**src/rtl/hold_slot_ctrl.sv**
```systemverilog
// hold_slot_ctrl: owns the Tetris hold slot.
// A hold press swaps the falling piece with the held one. When the slot is
// empty, the falling piece is parked and a fresh piece is fetched from the
// generator instead. Only one hold is allowed per drop. The replacement piece
// goes to the spawn logic over a valid/ready handshake. A rejected press makes
// the hold block blink for a while.
module hold_slot_ctrl #(
    parameter int                 PIECE_W     = 3,
    parameter logic [PIECE_W-1:0] EMPTY_CODE  = '0,
    parameter int                 DENY_CYCLES = 25_000_000,
    parameter int                 FLASH_DIV   = 6_250_000
) (
    input  logic               clk,
    input  logic               rst_n,
    input  logic               clear,
    input  logic               hold_btn,
    input  logic [PIECE_W-1:0] cur_piece,
    input  logic               cur_valid,
    input  logic               piece_locked,
    output logic               next_req,
    input  logic               next_valid,
    input  logic [PIECE_W-1:0] next_piece,
    output logic               spawn_valid,
    input  logic               spawn_ready,
    output logic [PIECE_W-1:0] spawn_piece,
    output logic [PIECE_W-1:0] hold_piece,
    output logic               hold_view,
    output logic               hold_used,
    output logic               hold_denied,
    output logic               busy
);

    // Counter widths are sized so that the full load value fits.
    localparam int DCW = $clog2(DENY_CYCLES + 1);
    localparam int FCW = $clog2(FLASH_DIV + 1);

    localparam logic [DCW-1:0] DENY_LOAD  = DCW'(DENY_CYCLES);
    localparam logic [FCW-1:0] FLASH_LAST = FCW'(FLASH_DIV - 1);

    localparam logic [1:0] ST_IDLE     = 2'd0;
    localparam logic [1:0] ST_REQ_NEXT = 2'd1;
    localparam logic [1:0] ST_SPAWN    = 2'd2;

    logic [1:0]         state_q,       state_d;
    logic               btn_q,         btn_d;
    logic [PIECE_W-1:0] hold_piece_q,  hold_piece_d;
    logic [PIECE_W-1:0] spawn_piece_q, spawn_piece_d;
    logic               spawn_valid_q, spawn_valid_d;
    logic               next_req_q,    next_req_d;
    logic               hold_used_q,   hold_used_d;
    logic               hold_denied_q, hold_denied_d;
    logic [DCW-1:0]     deny_cnt_q,    deny_cnt_d;
    logic [FCW-1:0]     flash_cnt_q,   flash_cnt_d;
    logic               toggle_q,      toggle_d;
    logic               hold_view_q,   hold_view_d;

    logic               press;
    logic               deny_load;

    // Hold-slot FSM: press qualification, swap/fetch sequencing and the spawn handshake.
    always_comb begin
        state_d       = state_q;
        btn_d         = hold_btn;
        hold_piece_d  = hold_piece_q;
        spawn_piece_d = spawn_piece_q;
        spawn_valid_d = spawn_valid_q;
        next_req_d    = next_req_q;
        hold_used_d   = hold_used_q;
        hold_denied_d = 1'b0;
        deny_load     = 1'b0;
        // Rising edge of the debounced key, so a held key counts only once.
        press         = hold_btn & ~btn_q;

        case (state_q)
            ST_IDLE: begin
                // A lock can only legally arrive between swaps, so it is
                // honoured here and nowhere else.
                if (piece_locked) begin
                    hold_used_d = 1'b0;
                end
                if (press) begin
                    if (hold_used_q) begin
                        hold_denied_d = 1'b1;
                        deny_load     = 1'b1;
                    end else if (cur_valid && (cur_piece != EMPTY_CODE)) begin
                        hold_piece_d = cur_piece;
                        if (hold_piece_q == EMPTY_CODE) begin
                            // Empty slot: park the piece and ask for a fresh one.
                            next_req_d = 1'b1;
                            state_d    = ST_REQ_NEXT;
                        end else begin
                            // Occupied slot: the held piece comes straight back.
                            spawn_piece_d = hold_piece_q;
                            spawn_valid_d = 1'b1;
                            state_d       = ST_SPAWN;
                        end
                    end
                end
            end

            ST_REQ_NEXT: begin
                // An empty code from the generator is not a usable piece.
                if (next_valid && (next_piece != EMPTY_CODE)) begin
                    spawn_piece_d = next_piece;
                    next_req_d    = 1'b0;
                    spawn_valid_d = 1'b1;
                    state_d       = ST_SPAWN;
                end
            end

            ST_SPAWN: begin
                // spawn_piece is held until the spawn logic takes it.
                if (spawn_ready) begin
                    spawn_valid_d = 1'b0;
                    hold_used_d   = 1'b1;
                    state_d       = ST_IDLE;
                end
            end

            default: begin
                next_req_d    = 1'b0;
                spawn_valid_d = 1'b0;
                state_d       = ST_IDLE;
            end
        endcase
    end

    // Deny-flash timing and the registered hold-block display enable.
    always_comb begin
        deny_cnt_d  = deny_cnt_q;
        flash_cnt_d = flash_cnt_q;
        toggle_d    = toggle_q;

        if (deny_load) begin
            // A fresh rejection restarts the blink in its visible phase.
            deny_cnt_d  = DENY_LOAD;
            flash_cnt_d = '0;
            toggle_d    = 1'b1;
        end else if (deny_cnt_q != '0) begin
            deny_cnt_d = deny_cnt_q - 1'b1;
            if (flash_cnt_q >= FLASH_LAST) begin
                flash_cnt_d = '0;
                toggle_d    = ~toggle_q;
            end else begin
                flash_cnt_d = flash_cnt_q + 1'b1;
            end
        end

        // Computed from next-state values so the display tracks hold_piece exactly.
        hold_view_d = (hold_piece_d != EMPTY_CODE) &&
                      ((deny_cnt_d == '0) || toggle_d);
    end

    // State registers: asynchronous reset, then the new-game clear, then normal update.
    always_ff @(posedge clk or negedge rst_n) begin
        if (!rst_n) begin
            state_q       <= ST_IDLE;
            btn_q         <= 1'b0;
            hold_piece_q  <= EMPTY_CODE;
            spawn_piece_q <= EMPTY_CODE;
            spawn_valid_q <= 1'b0;
            next_req_q    <= 1'b0;
            hold_used_q   <= 1'b0;
            hold_denied_q <= 1'b0;
            deny_cnt_q    <= '0;
            flash_cnt_q   <= '0;
            toggle_q      <= 1'b0;
            hold_view_q   <= 1'b0;
        end else if (clear) begin
            state_q       <= ST_IDLE;
            btn_q         <= 1'b0;
            hold_piece_q  <= EMPTY_CODE;
            spawn_piece_q <= EMPTY_CODE;
            spawn_valid_q <= 1'b0;
            next_req_q    <= 1'b0;
            hold_used_q   <= 1'b0;
            hold_denied_q <= 1'b0;
            deny_cnt_q    <= '0;
            flash_cnt_q   <= '0;
            toggle_q      <= 1'b0;
            hold_view_q   <= 1'b0;
        end else begin
            state_q       <= state_d;
            btn_q         <= btn_d;
            hold_piece_q  <= hold_piece_d;
            spawn_piece_q <= spawn_piece_d;
            spawn_valid_q <= spawn_valid_d;
            next_req_q    <= next_req_d;
            hold_used_q   <= hold_used_d;
            hold_denied_q <= hold_denied_d;
            deny_cnt_q    <= deny_cnt_d;
            flash_cnt_q   <= flash_cnt_d;
            toggle_q      <= toggle_d;
            hold_view_q   <= hold_view_d;
        end
    end

    assign next_req    = next_req_q;
    assign spawn_valid = spawn_valid_q;
    assign spawn_piece = spawn_piece_q;
    assign hold_piece  = hold_piece_q;
    assign hold_view   = hold_view_q;
    assign hold_used   = hold_used_q;
    assign hold_denied = hold_denied_q;
    assign busy        = (state_q != ST_IDLE);

endmodule

```
**config.mk**
```make
export PLATFORM = sky130hd
export DESIGN_NAME = hold_slot_ctrl
export DESIGN_NICKNAME = d
export VERILOG_FILES = /design/src/rtl/hold_slot_ctrl.sv
export SDC_FILE = /design/constraint.sdc
export NUM_CORES = 1
export LEC_CHECK = 0
export BUFFER_PORTS_ARGS = -buffer_cell sky130_fd_sc_hd__buf_2
export CAP_MARGIN = 15
export CORE_MARGIN = 1.5
export CORE_UTILIZATION = 56
export CTS_BUF_LIST = sky130_fd_sc_hd__clkbuf_8
export CTS_CLUSTER_DIAMETER = 200
export DETAILED_ROUTE_END_ITERATION = 10
export PLACE_DENSITY_LB_ADDON = 0.05
export SYNTH_ARGS = -nofsm -noshare
export SYNTH_HDL_FRONTEND = slang
export SYNTH_SLANG_ARGS = --single-unit
```
**constraint.sdc**
```tcl
create_clock -name clk -period 3.2 [get_ports clk]
set_clock_uncertainty 0.1 [all_clocks]
set_input_delay 0.48 -clock clk [delete_from_list [all_inputs] [get_ports clk]]
set_output_delay 0.48 -clock clk [all_outputs]
set_load 0.01 [all_outputs]
```
Yosys cells after proc, flatten, opt, wreduce, memory -nomap -nowiden. Cells that the tools add are included.

Eq/ne operators: 11. $lt $le $gt $ge: 1. $add $sub $neg: 2. Reduce and logical (&&, ||, !) cells: 20. Mux-type cells: 56. Bitwise gates (word level): 3.

Operators by type and width (number): 23-bit two-way mux (4); 25-bit two-way mux (3); 3-bit two-way mux (11); 1-bit two-way mux (26); 25-bit logical NOT (1); 25-bit nonzero test (1); 25-bit by 1-bit subtractor with 25-bit output (second input constant) (1); 3-bit inequality test (second input constant) (8); 23-bit by 1-bit adder with 23-bit output (second input constant) (1); 23-bit >= comparator (second input constant) (1); 6-bit AND reduction (3); 3-bit nonzero test (6); 2-bit two-way mux (7); 1-bit one-hot mux with 3 select lines (2); 2-bit one-hot mux with 3 select lines (1); 3-bit one-hot mux with 2 select lines (1); 5-bit AND reduction (1); 1-bit logical AND (3); 3-bit logical NOT (1); 3-bit AND reduction (1); 2-bit by 1-bit equality test with 1-bit output (second input constant) (1); 2-bit equality test (second input constant) (1); 2-bit logical NOT (1); 2-bit inequality test (second input constant) (1); 5 further kinds (6).

Output and inout bits: 12. Input port bits: 14. Flip-flop bits (word level): 63.

Longest topological paths before layout. Gate-level depths: netlist of the first run.

Depth after elaboration: 9. Mapped depth: 10. Gate-level depth less buffers: 9.

Worst setup path before layout of the first run. No wires, ideal clock.

Kind: register -> register. Start: register deny_cnt_q[14]. End: register hold_view_q, in the netlist hold_view. Arrival: 2.252 ns. Slack: 0.747 ns. Period minus slack after synthesis: 2.453 ns. Data required time: 2.999 ns. Stages on the path, launching flop included: 7. Cells stage by stage: dfrtp_1 > or4_1 > or4_1 > or4_1 > xor2_1 > nand2_1 > o32ai_1.

Longest elaborated chain between the ends: 7. Elaborated cells between the ends (all ways): 10. Classes of those cells: add/sub: 1; mux: 5; reduce/logical: 4.

RTL lines: start: declaration (line 52) `logic [DCW-1:0] deny_cnt_q, deny_cnt_d;`; start signal: assignment (line 191) `deny_cnt_q <= deny_cnt_d;`; 25-bit by 1-bit subtractor with 25-bit output / 25-bit nonzero test (equally long branches) (line 140, 139); 25-bit two-way mux (line 139) `end else if (deny_cnt_q != '0) begin`; 25-bit two-way mux (line 134) `if (deny_load) begin`; 25-bit logical NOT (line 151) `((deny_cnt_d == '0) || toggle_d);`; 1-bit logical OR (*) (line 151); 1-bit logical AND (*) (line 150) `hold_view_d = (hold_piece_d != EMPTY_CODE) &&`; 1-bit two-way mux (*) (line 169) `end else if (clear) begin`; end signal: assignment (line 194) `hold_view_q <= hold_view_d;`; end: declaration (line 55) `logic hold_view_q, hold_view_d;`.

Mark *: on every way between the ends. The rest lies on a longest branch, timed or not. A chain may end at the register's enable or synchronous reset.

Worst setup path in the final report of the first run.
Start: register deny_cnt_q[0]. End: register hold_view_q, in the netlist hold_view.

Same word-level chain as after synthesis.

==> impl_metrics.env, run 1 <==
export IMPL_status="finished, final reports clean"
export IMPL_synth_area_mm2=0.00348
export IMPL_tightest_slew_ns=0.771
export IMPL_globalplace_congestion=0.863
export IMPL_drv_slew=0
export IMPL_synth_edff_count=0
export IMPL_p_total_mw=3.04
export IMPL_die_y_um=81.8
export IMPL_htreeDepth=3
export IMPL_min_path_type="in -> async"
export IMPL_die_area_mm2=0.00670
export IMPL_drc=0
export IMPL_pre_cts_slack_ns=0.487
export IMPL_placed_cells=483
export IMPL_critical_path_class="reg -> reg"
export IMPL_avgSynthCellArea_um2=8.93
export IMPL_grt_max_degree=33
export IMPL_ys_flop_type="dfrtp_1"
export IMPL_cts_tree="built"
export IMPL_core_mm2=0.00596
export IMPL_utilization_pct=65.3
export IMPL_dr_pass1_iters=5
export IMPL_crit_fanout=4
export IMPL_die_width_um=81.8
export IMPL_slew_headroom_pct=48.4
export IMPL_yosys_warnings=0
export IMPL_syn_to_final_growth_pct=11.6
export IMPL_synth_seq_area_share_pct=45.3
export IMPL_clkSlewWorstSetupHoldPaths_ns=0.07
export IMPL_synth_cell_types=51
export IMPL_ant_nets=0
export IMPL_num_antenna_cells=0
export IMPL_fin_nets=435
export IMPL_clock_sinks=63
export IMPL_synth_seq_cells=63
export IMPL_hold_viol=0
export IMPL_wire_per_inst_um=15.7
export IMPL_setup_worst_path_start="deny_cnt_q[0]"
export IMPL_finalSetupViolCount=0
export IMPL_async_flop_share_pct=100
export IMPL_rsz0062_at_grt="no"
export IMPL_final_cells=497
export IMPL_cap_violations=0
export IMPL_drt_initial_drc_count=168
export IMPL_insertion_delay_ns=0.34
export IMPL_endpoint_kind="flop"
export IMPL_dp_hpwl_um=5310
export IMPL_cts_root_buf="clkbuf_8"
export IMPL_cts_resized=0
export IMPL_regToRegStartpoint="deny_cnt_q[0]"
export IMPL_overflow=0
export IMPL_grt_pass1_wl_um=13400
export IMPL_clockBufferDepth=2
export IMPL_drt_vias_per_instance=6.13
export IMPL_finalWirelength_um=7820
export IMPL_ctsHoldBuffers=0
export IMPL_worst_ep_arrival_time_ns=2.88
export IMPL_rows=28
export IMPL_layout_setup_ws_ns=0.460
export IMPL_power_density_mw_per_mm2=783
export IMPL_layout_drive_gt1_share_pct=13.7
export IMPL_fin_crit_sh_pct=85.6
export IMPL_setup_tns_final_ns=0
export IMPL_postCtsSetupRepairBufs=0
export IMPL_syn_num_nets=406
export IMPL_via_count=3047
export IMPL_start_util_pct=58.4
export IMPL_portBuffers=25
export IMPL_max_freq_ghz=0.365
export IMPL_track_usage_pct=26.4
export IMPL_r2r_slack_ns=0.46
export IMPL_period_minus_slack_ns=2.74
export IMPL_grt_pass1_vias=2870
export IMPL_antenna_found_initial=0
export IMPL_pin_count=26
export IMPL_cp_start_kind="flop"
export IMPL_fillers=532
export IMPL_ir_drop_uv=550
export IMPL_worstPathRequired_ns=3.34
export IMPL_p_leak_nw=1.72
export IMPL_netlist_instances=390
export IMPL_cts_buffers=9
[area by class of cell]
cell class	instances	area, µm²	area share (%)
flip-flops and latches	63	1580	40.6
inverters	6	22.5	0.580
clock buffers	11	151	3.90
clock inverters	3	12.5	0.322
well taps	75	93.8	2.41
repair buffers	35	213	5.47
multi-input cells	304	1820	46.7
[worst paths after layout]
| kind | cells after the start | endpoint |
|---|---|---|
| worst max-delay path | 9 | hold_view |
| worst min-delay path | 1 | flash_cnt_q[16] |
| worst max register to register | 9 | hold_view |
| worst min register to register | 1 | spawn_piece[1] |
| max in group asynchronous | 2 | btn_q |
| min in group clk | 2 | btn_q |
[critical path, cell delays in order, from the launching register on]
cell       delay (ns)
dfrtp_1          0.41
inv_1            0.10
ha_1             0.20
nor4b_2          0.32
nand2_1          0.15
or3_4            0.37
a2111oi_0        0.38
and4_1           0.23
nand4_1          0.09
o32ai_1          0.27
[where the power goes]
group / internal, mW / switching (mW)
Combinational: 0.554 / 0.768
Sequential: 0.941 / 0.182
Clock: 0.308 / 0.290
[synth_stat cells, types with 2 or more instances]
library cell / instances / area [µm²]
o21ai_0: 20 / 100
and4_1: 5 / 43.8
clkbuf_1: 16 / 60.1
o311ai_0: 2 / 17.5
dfrtp_1: 63 / 1580
mux2i_1: 3 / 30.0
a211oi_1: 4 / 30.0
nor4_1: 13 / 81.3
nor3_1: 13 / 65.1
xor2_1: 9 / 78.8
inv_1: 6 / 22.5
mux2_2: 3 / 33.8
xnor2_1: 12 / 105
o211ai_1: 3 / 22.5
nand2_1: 27 / 101
o21a_1: 2 / 15.0
a21o_1: 3 / 22.5
nor2b_1: 7 / 43.8
nand4_1: 7 / 43.8
or3_1: 12 / 75.1
and3_1: 8 / 50.1
nand3b_1: 9 / 67.6
nor2_1: 40 / 150
nand4b_1: 3 / 26.3
and2_1: 5 / 31.3
nand3_1: 14 / 70.1
or4_1: 4 / 30.0
or2_2: 2 / 12.5
nand2b_1: 5 / 31.3
ha_1: 2 / 25.0
a31oi_1: 3 / 18.8
a21oi_1: 46 / 230
[metrics by stage]
step                      hold slack, ns  area [µm²]
final                              0.116        3890
after global routing               0.168        3890
after CTS                          0.138        3890
after detailed placement           0.397        3720
after global placement             0.384        3720
after floorplan                   0.0844        3480
[metal layers]
metal / routed length (µm) / GRT usage (%)
met3: 333 / 4.67
met2: 3630 / 40.7
met1: 3740 / 36.5
met4: 104 / 11.5
met5: 0 / 0
[sequential cells by signal (all words and copies together), names as in the netlist]
signal / count
btn_q: 1
deny_cnt_q: 25
flash_cnt_q: 23
hold_denied: 1
hold_piece: 3
hold_used: 1
hold_view: 1
next_req: 1
spawn_piece: 3
spawn_valid: 1
state_q: 2
toggle_q: 1
[kinds of logic after synthesis]
group / share of synthesized area (%)
compound gates: 15.6
xor+xnor: 5.28
fa+ha+maj: 0.719
buf+inv: 2.52
flops: 45.3
mux: 1.83
simple gates: 28.8
[placed cells by master (no fill, tap or decap), types with 4 or more instances in the layout]
cell type,count
a211oi_1,4
a21oi_1,46
and2_1,5
and3_1,8
and4_1,5
buf_2,25
buf_4,9
clkbuf_8,11
dfrtp_1,63
inv_1,8
nand2_1,27
nand2b_1,5
nand3_1,14
nand3b_1,9
nand4_1,7
nor2_1,40
nor2b_1,7
nor3_1,13
nor4_1,13
o21ai_0,20
or3_1,12
or4_1,4
xnor2_1,12
xor2_1,9
Power figures use the tool's default switching activity.
==> run 2, diff against run 1 <==
Settings changed: RECOVER_POWER from default to 50.
==> run 2 against run 1 <==
Compared with the run above: the flow now finishes with violations (max-capacitance violations, max-slew violations); fmax shrank 0.20%; sequential cell count unchanged; total power fell by 0.25%; hold slack gained 0.18 ns; non-clock buffer count did not move; cell count stayed put; via count fell by 0.62%; sequential share of layout area is 0.22 points higher; highest routed layer unchanged.
==> impl_metrics.env, run 2 (synthesized netlist as in run 1, its figures left out) <==
export IMPL_period_minus_slack_ns=2.75
export IMPL_p_leak_nw=1.69
export IMPL_core_mm2=0.00596
export IMPL_cap_violations=1
export IMPL_crit_fanout=4
export IMPL_drt_initial_drc_count=180
export IMPL_via_count=3028
export IMPL_max_freq_ghz=0.364
export IMPL_die_width_um=81.8
export IMPL_r2r_slack_ns=0.45
export IMPL_reg_top3="deny_cnt_q: 25 flops, flash_cnt_q: 23 flops"
export IMPL_setup_tns_final_ns=0
export IMPL_tightest_slew_ns=1.78
export IMPL_fin_nets=435
export IMPL_regToRegStartpoint="deny_cnt_q[0]"
export IMPL_clockPowerShare_pct=19.6
export IMPL_die_y_um=81.8
export IMPL_cp_start_kind="flop"
export IMPL_finalSetupViolCount=0
export IMPL_dp_hpwl_um=5310
export IMPL_grt_pass1_wl_um=13400
export IMPL_wire_per_inst_um=15.7
export IMPL_slew_headroom_pct=-18.6
export IMPL_cts_tree="built"
export IMPL_ir_drop_uv=550
export IMPL_min_path_type="in -> reg"
export IMPL_overflow=0
export IMPL_num_antenna_cells=0
export IMPL_grt_max_degree=33
export IMPL_regMostFlops="deny_cnt_q"
export IMPL_ant_nets=0
export IMPL_whs_ns=0.300
export IMPL_reg2regPathDepth=9
export IMPL_layout_commonest_cell="dfrtp_1"
export IMPL_drc=0
export IMPL_rows=28
export IMPL_comb_power_share_pct=43.4
export IMPL_hold_path_end="btn_q"
export IMPL_hold_viol=0
export IMPL_insertion_delay_ns=0.33
export IMPL_finalWirelength_um=7800
export IMPL_fillers=538
export IMPL_ctsHoldBuffers=0
export IMPL_clock_sinks=63
export IMPL_seqPwrFrac_pct=37.0
export IMPL_violations="max-capacitance violations, max-slew violations"
export IMPL_worstReg2RegEnd="hold_view"
export IMPL_dpl_cell_area_mm2=0.00372
export IMPL_status="complete, but fails checks"
export IMPL_min_from="hold_btn"
export IMPL_multi_input_area_mm2=0.00182
export IMPL_htreeDepth=3
export IMPL_dr_pass1_iters=4
export IMPL_utilization_pct=64.9
export IMPL_drv_slew=33
export IMPL_cts_root_buf="clkbuf_8"
export IMPL_clockBufferDepth=2
export IMPL_p_switching_mw=1.24
export IMPL_worst_ep_arrival_time_ns=2.88
export IMPL_fin_crit_sh_pct=85.8
export IMPL_largest_reg_flops=25
export IMPL_worstPathRequired_ns=3.33
export IMPL_grt_pass1_vias=2870
export IMPL_internal_power_mw=1.80
export IMPL_switching_share_pct=40.7
export IMPL_mostFrequentLayoutCells="63 x dfrtp_1, 46 x a21oi_1, 40 x nor2_1"
export IMPL_pin_count=26
export IMPL_rsz0062_at_grt="no"
export IMPL_cts_buffers=9
export IMPL_final_cells=497
export IMPL_postCtsSetupRepairBufs=0
export IMPL_power_density_mw_per_mm2=786
export IMPL_portBuffers=25
export IMPL_start_util_pct=58.4
export IMPL_clkSlewWorstSetupHoldPaths_ns=0.07
export IMPL_drt_vias_per_instance=6.09
export IMPL_placed_cells=483
export IMPL_antenna_found_initial=0
export IMPL_endpoint_kind="flop"
export IMPL_regArea_mm2=0.00158
export IMPL_globalplace_congestion=0.863
export IMPL_layout_drive_gt1_share_pct=12.6
export IMPL_die_area_mm2=0.00670
export IMPL_finish_instance_area_mm2=0.00386
export IMPL_syn_to_final_growth_pct=11.0
export IMPL_track_usage_pct=26.4
export IMPL_cts_resized=0
export IMPL_min_path_cells=2
export IMPL_critical_path_class="reg -> reg"
[run 2: cell types whose count changed in the layout (fill, tap and decap cells not counted), sizes merged]
cell | previous run | this run
buf | 35 | 29
clkbuf | 11 | 17
[run 2: power by group through the flow]
stage          Sequential (mW)  Clock [mW]  Combinational (mW)
4_1_cts                   1.12       0.612                1.31
6_report                  1.12       0.594                1.32
2_1_floorplan             1.09           0               0.997
5_1_grt                   1.15       0.653                1.49
3_5_place_dp              1.13           0                1.30
3_3_place_gp              1.13           0                1.29
[run 2: area by class of cell]
| class | instances | area share, % |
|---|---|---|
| repair buffers | 35 | 4.95 |
| inverters | 6 | 0.583 |
| well taps | 75 | 2.43 |
| clock buffers | 11 | 3.92 |
| flip-flops and latches | 63 | 40.8 |
| clock inverters | 3 | 0.324 |
| multi-input cells | 304 | 47.0 |
[run 2: critical path, stage by stage, from the launching register on]
cell,delay (ns)
dfrtp_1,0.41
inv_1,0.10
ha_1,0.21
nor4b_2,0.32
nand2_1,0.15
or3_4,0.37
a2111oi_0,0.38
and4_1,0.23
nand4_1,0.09
o32ai_1,0.27
[run 2: how the worst max path moves through the flow]
stage	start	endpoint	slack [ns]	depth (start not counted)
floorplan	deny_cnt_q[14]	hold_view	0.75	6
global placement	deny_cnt_q[0]	hold_view	0.58	9
detailed placement	deny_cnt_q[0]	hold_view	0.49	9
CTS	deny_cnt_q[0]	hold_view	0.47	9
global route	deny_cnt_q[0]	hold_view	0.23	9
finish	deny_cnt_q[0]	hold_view	0.45	9
[run 2: metrics by stage]
stage               total power [mW]  setup WS (ns)
floorplan                       2.09          0.747
global placement                2.42          0.576
detailed placement              2.44          0.487
CTS                             3.05          0.470
global route                    3.29          0.227
finish                          3.04          0.454
[run 2: per-layer routing]
metal,global-route usage [%],up-vias,wire length (µm)
li1,-,1479,-
met1,36.5,1472,3780
met2,40.7,66,3620
met3,4.67,11,271
met4,11.5,0,127
met5,0,-,0
==> run 3, diff against run 2 <==
Settings changed: CTS_BUF_LIST sky130_fd_sc_hd__clkbuf_8 to sky130_fd_sc_hd__clkbuf_16.
==> run 3 against run 2 <==
Compared with the run above: global-route usage up 0.66 points; fmax increased by 0.50%; critical path depth is the same; sequential cell count unchanged; design area rose by 2.1%; clock-buffer cell count down 2; the flow still finishes with violations (max-capacitance violations, max-slew violations); largest cell class unchanged; combinational power barely moved; wire length grew 3.4%; critical endpoint unchanged.
==> impl_metrics.env, run 3 (synthesized netlist as in run 1, its figures left out) <==
export IMPL_dr_pass1_iters=4
export IMPL_whs_ns=0.312
export IMPL_num_antenna_cells=0
export IMPL_antenna_found_initial=0
export IMPL_cts_root_buf="clkbuf_16"
export IMPL_regMostFlops="deny_cnt_q"
export IMPL_clkSlewWorstSetupHoldPaths_ns=0.05
export IMPL_start_util_pct=58.4
export IMPL_finalSetupViolCount=0
export IMPL_mostFrequentLayoutCells="63 x dfrtp_1, 46 x a21oi_1, 40 x nor2_1"
export IMPL_max_freq_ghz=0.366
export IMPL_largest_reg_flops=25
export IMPL_portBuffers=25
export IMPL_reg_top3="deny_cnt_q: 25 flops, flash_cnt_q: 23 flops"
export IMPL_insertion_delay_ns=0.32
export IMPL_cts_resized=0
export IMPL_drc=0
export IMPL_fillers=529
export IMPL_clockBufferDepth=2
export IMPL_layout_commonest_cell="dfrtp_1"
export IMPL_die_y_um=81.8
export IMPL_die_width_um=81.8
export IMPL_utilization_pct=66.3
export IMPL_hold_viol=0
export IMPL_grt_pass1_vias=2956
export IMPL_setup_tns_final_ns=0
export IMPL_ctsHoldBuffers=0
export IMPL_die_area_mm2=0.00670
export IMPL_cts_buffers=9
export IMPL_status="complete, but fails checks"
export IMPL_dp_hpwl_um=5310
export IMPL_cp_start_kind="flop"
export IMPL_via_count=3062
export IMPL_p_leak_nw=1.73
export IMPL_slew_headroom_pct=-18.5
export IMPL_worst_ep_arrival_time_ns=2.85
export IMPL_crit_fanout=4
export IMPL_overflow=0
export IMPL_grt_max_degree=33
export IMPL_postCtsSetupRepairBufs=0
export IMPL_grt_pass1_wl_um=13700
export IMPL_track_usage_pct=27.1
export IMPL_globalplace_congestion=0.863
export IMPL_min_path_type="in -> reg"
export IMPL_syn_to_final_growth_pct=13.4
export IMPL_drt_vias_per_instance=6.16
export IMPL_rsz0062_at_grt="no"
export IMPL_ir_drop_uv=582
export IMPL_pin_count=26
export IMPL_endpoint_kind="flop"
export IMPL_violations="max-capacitance violations, max-slew violations"
export IMPL_worstPathRequired_ns=3.32
export IMPL_tightest_slew_ns=1.78
export IMPL_period_minus_slack_ns=2.73
export IMPL_drv_slew=33
export IMPL_wire_per_inst_um=16.2
export IMPL_critical_path_class="reg -> reg"
export IMPL_finalWirelength_um=8060
export IMPL_power_density_mw_per_mm2=831
export IMPL_clock_sinks=63
export IMPL_core_mm2=0.00596
export IMPL_cts_tree="built"
export IMPL_layout_drive_gt1_share_pct=12.1
export IMPL_layout_setup_ws_ns=0.468
export IMPL_rows=28
export IMPL_fin_crit_sh_pct=85.4
export IMPL_pre_cts_slack_ns=0.487
export IMPL_ant_nets=0
export IMPL_htreeDepth=3
export IMPL_fin_nets=435
export IMPL_cap_violations=1
export IMPL_drt_initial_drc_count=164
==> run 3: cell count changes in the layout (fill, tap and decap cells not counted), sizes merged <==
cell | before | now
clkbuf | 17 | 15
clkinv | 1 | 3
==> run 3: worst max-delay path, cell delays in order (launching register included) <==
cell	delay, ns
dfrtp_1	0.40
inv_1	0.10
ha_1	0.21
nor4b_2	0.32
nand2_1	0.14
or3_4	0.37
a2111oi_0	0.38
and4_1	0.23
nand4_1	0.09
o32ai_1	0.27
==> run 3: worst paths after layout <==
path | start | to | slack [ns] | cells after the start
max in group asynchronous | rst_n | deny_cnt_q[19] | 0.89 | 2
worst max-delay path | deny_cnt_q[0] | hold_view | 0.47 | 9
worst max register to register | deny_cnt_q[0] | hold_view | 0.47 | 9
worst min-delay path | hold_btn | btn_q | 0.31 | 2
min in group asynchronous | rst_n | flash_cnt_q[16] | 0.52 | 1
worst min register to register | spawn_piece[1] | spawn_piece[1] | 0.41 | 1
==> run 3: where the power goes <==
group / internal (mW) / switching (mW) / total [mW]
Clock: 0.501 / 0.320 / 0.822
Combinational: 0.552 / 0.777 / 1.33
Sequential: 0.943 / 0.186 / 1.13
==> run 3: layer usage <==
metal	share of wire, %	vias to the layer above	track usage, %
met5	0	-	0
met3	4.2	10	3.44
met1	46	1497	37.0
met4	1.6	0	11.7
met2	48	72	43.3
li1	-	1483	-
==> run 3: cell type report <==
type                            count  area [µm²]  share of cell area [%]
Clock inverter                      5        20.0                   0.507
Timing Repair Buffer               35         191                    4.85
Sequential cell                    63        1580                    39.9
Inverter                            6        22.5                   0.571
Tap cell                           75        93.8                    2.38
Clock buffer                        9         225                    5.71
Multi-Input combinational cell    304        1820                    46.0
==> run 3: stage by stage <==
| stage | instances | instance area (µm²) | total power, mW |
|---|---|---|---|
| finish | 497 | 3950 | 3.28 |
| floorplan | 390 | 3480 | 2.09 |
| global route | 497 | 3950 | 3.53 |
| CTS | 497 | 3970 | 3.29 |
| global placement | 483 | 3720 | 2.42 |
| detailed placement | 483 | 3720 | 2.44 |
